$ cat src/rtl/serial_deserializer.sv
// serial_deserializer: serial-in/parallel-out receiver.
// Assembles an N-bit word from one bit per accepted cycle, in LSB-first or
// MSB-first order. The order is chosen by dir on the first bit of a frame.
// Completed words are presented on a valid/ready port with a single holding
// slot. A completed word that finds the slot occupied is dropped, and the
// drop sets the sticky overrun flag.
// Optional feature macro: DESER_PARITY_EN. When it is defined, each frame
// carries one extra even-parity bit after the data, and parity_err reports
// the result of that check for the word held in m_data.
module serial_deserializer #(
  parameter int N = 4
) (
  input  logic         clk,
  input  logic         rst,
  input  logic         s_valid,
  input  logic         s_bit,
  input  logic         dir,
  output logic [N-1:0] m_data,
  output logic         m_valid,
  input  logic         m_ready,
  output logic         busy,
  output logic         overrun,
  output logic         parity_err
);

  localparam int CW = $clog2(N + 1);

`ifdef DESER_PARITY_EN
  typedef enum logic [1:0] {IDLE = 2'd0, SHIFT = 2'd1, PARITY = 2'd2} state_t;
`else
  typedef enum logic [1:0] {IDLE = 2'd0, SHIFT = 2'd1} state_t;
`endif

  state_t         r_state;
  state_t         w_state_next;
  logic [N-1:0]   r_sr;
  logic [N-1:0]   w_sr_next;
  logic [CW-1:0]  r_cnt;
  logic [CW-1:0]  w_cnt_next;
  logic           r_dir_q;
  logic           w_dir_next;
  logic           w_dir_eff;
  logic [N-1:0]   w_shifted;
  logic           w_done;
  logic [N-1:0]   w_word;
  logic           w_slot_free;
  logic [N-1:0]   r_m_data;
  logic           r_m_valid;
  logic           r_overrun;
`ifdef DESER_PARITY_EN
  logic           w_perr;
  logic           r_parity_err;
`endif

  // The frame's first bit uses the live dir input. Later bits use the order latched at frame start.
  assign w_dir_eff   = (r_state == IDLE) ? dir : r_dir_q;
  assign w_shifted   = w_dir_eff ? {s_bit, r_sr[N-1:1]} : {r_sr[N-2:0], s_bit};
  assign w_slot_free = !r_m_valid || m_ready;

  // Next-state, shift-register and completion decode for the frame assembler.
  always_comb begin
    // NOTE: every output of this block gets a default first, so no path leaves one unassigned and no latch is inferred.
    w_state_next = r_state;
    w_sr_next    = r_sr;
    w_cnt_next   = r_cnt;
    w_dir_next   = r_dir_q;
    w_done       = 1'b0;
    w_word       = r_sr;
`ifdef DESER_PARITY_EN
    w_perr       = 1'b0;
`endif
    case (r_state)
      IDLE: begin
        // N >= 2, so the first bit can never complete a frame here.
        if (s_valid) begin
          w_dir_next   = dir;
          w_sr_next    = w_shifted;
          w_cnt_next   = CW'(1);
          w_state_next = SHIFT;
        end
      end
      SHIFT: begin
        if (s_valid) begin
          w_sr_next = w_shifted;
          if (r_cnt == CW'(N - 1)) begin
`ifdef DESER_PARITY_EN
            w_cnt_next   = CW'(N);
            w_state_next = PARITY;
`else
            w_cnt_next   = '0;
            w_state_next = IDLE;
            w_done       = 1'b1;
            w_word       = w_shifted;
`endif
          end else begin
            w_cnt_next = r_cnt + CW'(1);
          end
        end
      end
`ifdef DESER_PARITY_EN
      PARITY: begin
        // The parity bit is checked, not stored. Even parity means the data bits and the parity bit XOR to 0.
        if (s_valid) begin
          w_done       = 1'b1;
          w_word       = r_sr;
          w_perr       = ^{r_sr, s_bit};
          w_cnt_next   = '0;
          w_state_next = IDLE;
        end
      end
`endif
      default: begin
        w_state_next = IDLE;
      end
    endcase
  end

  // FSM state register.
  always_ff @(posedge clk) begin
    // NOTE: sequential state uses non-blocking assignments, so all registers update together from pre-edge values.
    if (rst) r_state <= IDLE;
    else     r_state <= w_state_next;
  end

  // Frame assembly registers: shift register, bit count, and latched bit order.
  always_ff @(posedge clk) begin
    if (rst) begin
      r_sr    <= '0;
      r_cnt   <= '0;
      r_dir_q <= 1'b0;
    end else begin
      r_sr    <= w_sr_next;
      r_cnt   <= w_cnt_next;
      r_dir_q <= w_dir_next;
    end
  end

  // Output holding slot: load on completion if free, otherwise record the drop; clear on transfer.
  always_ff @(posedge clk) begin
    if (rst) begin
      r_m_data     <= '0;
      r_m_valid    <= 1'b0;
      r_overrun    <= 1'b0;
`ifdef DESER_PARITY_EN
      r_parity_err <= 1'b0;
`endif
    end else if (w_done) begin
      if (w_slot_free) begin
        r_m_data     <= w_word;
        r_m_valid    <= 1'b1;
`ifdef DESER_PARITY_EN
        r_parity_err <= w_perr;
`endif
      end else begin
        r_overrun    <= 1'b1;
      end
    end else if (r_m_valid && m_ready) begin
      r_m_valid <= 1'b0;
    end
  end

  assign m_data  = r_m_data;
  assign m_valid = r_m_valid;
  assign busy    = (r_state != IDLE);
  assign overrun = r_overrun;
`ifdef DESER_PARITY_EN
  assign parity_err = r_parity_err;
`else
  assign parity_err = 1'b0;
`endif

endmodule

$ cat config.mk
export PLATFORM = sky130hd
export DESIGN_NAME = serial_deserializer
export DESIGN_NICKNAME = d
export VERILOG_FILES = /design/src/rtl/serial_deserializer.sv
export SDC_FILE = /design/constraint.sdc
export NUM_CORES = 1
export LEC_CHECK = 0
export BUFFER_PORTS_ARGS = -buffer_cell sky130_fd_sc_hd__buf_2
export CAP_MARGIN = 20
export CORE_MARGIN = 2
export CORE_UTILIZATION = 40
export DETAILED_ROUTE_END_ITERATION = 8
export SYNTH_ARGS = -nofsm -noshare
export SYNTH_HDL_FRONTEND = slang
export SYNTH_SLANG_ARGS = --single-unit
$ cat constraint.sdc
create_clock -name clk -period 3 [get_ports clk]
set_input_delay 0.6 -clock clk [delete_from_list [all_inputs] [get_ports clk]]
set_output_delay 0.6 -clock clk [all_outputs]
set_load 0.01 [all_outputs]
==> run metrics <==
part of the cycle the worst path needs between 50% and 60%; TritonCTS buffer count 3; clk sinks 15; Cell variety after synth 22; I/O Buffers 12; wire length of the first global-routing pass 1.959 mm; Syn Area/Cell between 9 and 10 um2; Tot Pwr 357.8 uW; Crit Path Class flip-flop to flip-flop; Mapped Nets 72; TritonCTS clock tree built; Slowest-stage cell, CP dfxtp_1; Die Y 43.43 um; Routed WL per cell 11.90 um; nets@finish 85; Highest Clock Rate 0.6423 GHz; Starting Density 41.76%; IO Pins 14; Core Area 1489 um2; # setup viols final 0; CTS Buffer Depth 2; most frequent cell after synthesis dfxtp_1; Cell Area, Synth 621.8 um2; EDFF count, synth 0; final WL 1.107 mm; RSZ-0062 raised after global routing false; Placement Cell Area 681.9 um2; Post-DP HPWL ~800 um; share of cells above drive strength 1 22.08%; largest net degree at the start of global routing 17; vias in the first global route between 400 and 500; LEAKAGE 0.3133 nW; PD cells 505.2 nW/um2; post-route ant nets 0; Final Hold Vio Count 0; data required time of the worst path 3.15 ns; Post-synth top cells dfxtp_1, a211oi_1, nor2_1, a21oi_1, mux2i_1; crit path time final 1.557 ns; CP cell instances mux2i_2 > mux2i_1 > a211oi_1; Clock Skew 0.005566 ns; H-tree levels 1; Vias 483; TNS Setup 0 ns; sequential area share after synthesis 48.29%; met3 GRT Util 6.667%; register bit total from synthesis 15; met1 GRT Util 20.16%; post-synth top area share between 40% and 50%; number of DRC markers in iteration 0 6; ys flop type dfxtp_1; initial antenna violation count 0; cell count after synthesis 65; Design Area, Final 708.2 um2; Die Wd 43.43 um; vias per inst 5.194; ranking of synthesized cells by area dfxtp_1, a211oi_1, mux2i_1, a21oi_1, nor2_1; cts repair resizes 0; async set-reset flop share out of synthesis 0%; GR Util All Layers between 10% and 20%; Worst setup SP type flip-flop; HP Class flip-flop to flip-flop; busiest grt layer met1; clk_lat worst skew roughly 0.28 ns; met2 Usage GRT 18.81%; drt drc 0; diode count 0; Initial DRT Pass Iterations 4; Syn. warnings 0; Worst EP arrival about 1.7 ns; GPL Wtd Cong 0.7230; Layout fillers 140; nature of the critical path endpoint flip-flop; Max Slew Vio Count 0; max cap viols 0; worst reg-to-reg setup slack 1.44 ns; die area 1886 um2; worst-case vdd ir drop 0.0003363 V; non-filler instance count after layout 93; Area Growth Syn to Fin 13.88%; CTS clk-pin slew, worst paths 0.08 ns; clk root buf clkbuf_4; Inst Count DP 89; critical path's largest stage delay 0.48 ns; cts hold-fix bufs 0; highest net fanout along the worst path 8; row cnt 14; outcome finished, final reports clean; Setup Fix Bufs, Post-CTS 0; Hold Slack 0.4777 ns; global route overflow 0; area leader, netlist dfxtp_1
==> cells by family after synthesis <==
group,synth area share [%]
compound gates,17.71
mux,10.26
buf+inv,5.030
other cells,0.6030
flops,48.29
simple gates,16.10
fa+ha+maj,2.012
==> final timing paths <==
| kind | endpoint | cells past startpoint | from |
|---|---|---|---|
| worst min-delay path | r_cnt[1] | 2 | r_cnt[1] |
| worst max-delay path | r_sr[0] | 3 | r_state[0] |
| worst max register to register | r_sr[0] | 3 | r_state[0] |
| worst min register to register | r_cnt[1] | 2 | r_cnt[1] |
==> power by group <==
group,internal [mW],switching (mW)
Sequential,0.206,0.00592
Combinational,0.0158,0.0193
Clock,0.0515,0.0590
Total,0.274,0.0842
==> placed cells by master (no fill, tap or decap), drive strengths merged, types with 3 or more instances in the layout <==
cell,count
nor2,8
a21oi,6
inv,3
a211oi,8
nand2b,4
dfxtp,15
mux2i,6
clkbuf,4
buf,12
==> critical path: cells and delay by family (launching register included) <==
kind / cells / cell delay [ns]
mux: 2 / 0.82
compound gates: 1 / 0.14
flops: 1 / 0.48
==> flip-flops by register name (all words and copies together) (netlist names) <==
| signal | count |
|---|---|
| r_cnt | 3 |
| m_valid | 1 |
| r_state | 1 |
| m_data | 4 |
| r_sr | 4 |
| r_dir_q | 1 |
| overrun | 1 |
==> layout make-up <==
class / instances / area, um2 / area share, %
multi-input cells: 43 / 290.3 / 40.99
inverters: 3 / 11.26 / 1.590
flip-flops and latches: 15 / 300.3 / 42.40
well taps: 16 / 20.02 / 2.827
repair buffers: 12 / 60.06 / 8.481
clock buffers: 4 / 26.28 / 3.710
==> stage by stage <==
| step | setup WS (ns) | utilization (%) |
|---|---|---|
| after floorplan | 1.649 | - |
| after detailed placement | 1.318 | 45.80 |
| after CTS | 1.433 | 47.56 |
| after global placement | 1.355 | 45.80 |
| after global routing | 1.325 | 47.56 |
| final | 1.443 | 47.56 |
==> per-layer routing <==
layer / vias up / share of wire, %
met5: - / 0
met4: 0 / 1.2
met3: 2 / 6.8
met2: 14 / 43
met1: 215 / 49
li1: 252 / -
No activity file was read; power rests on OpenSTA's default activity.
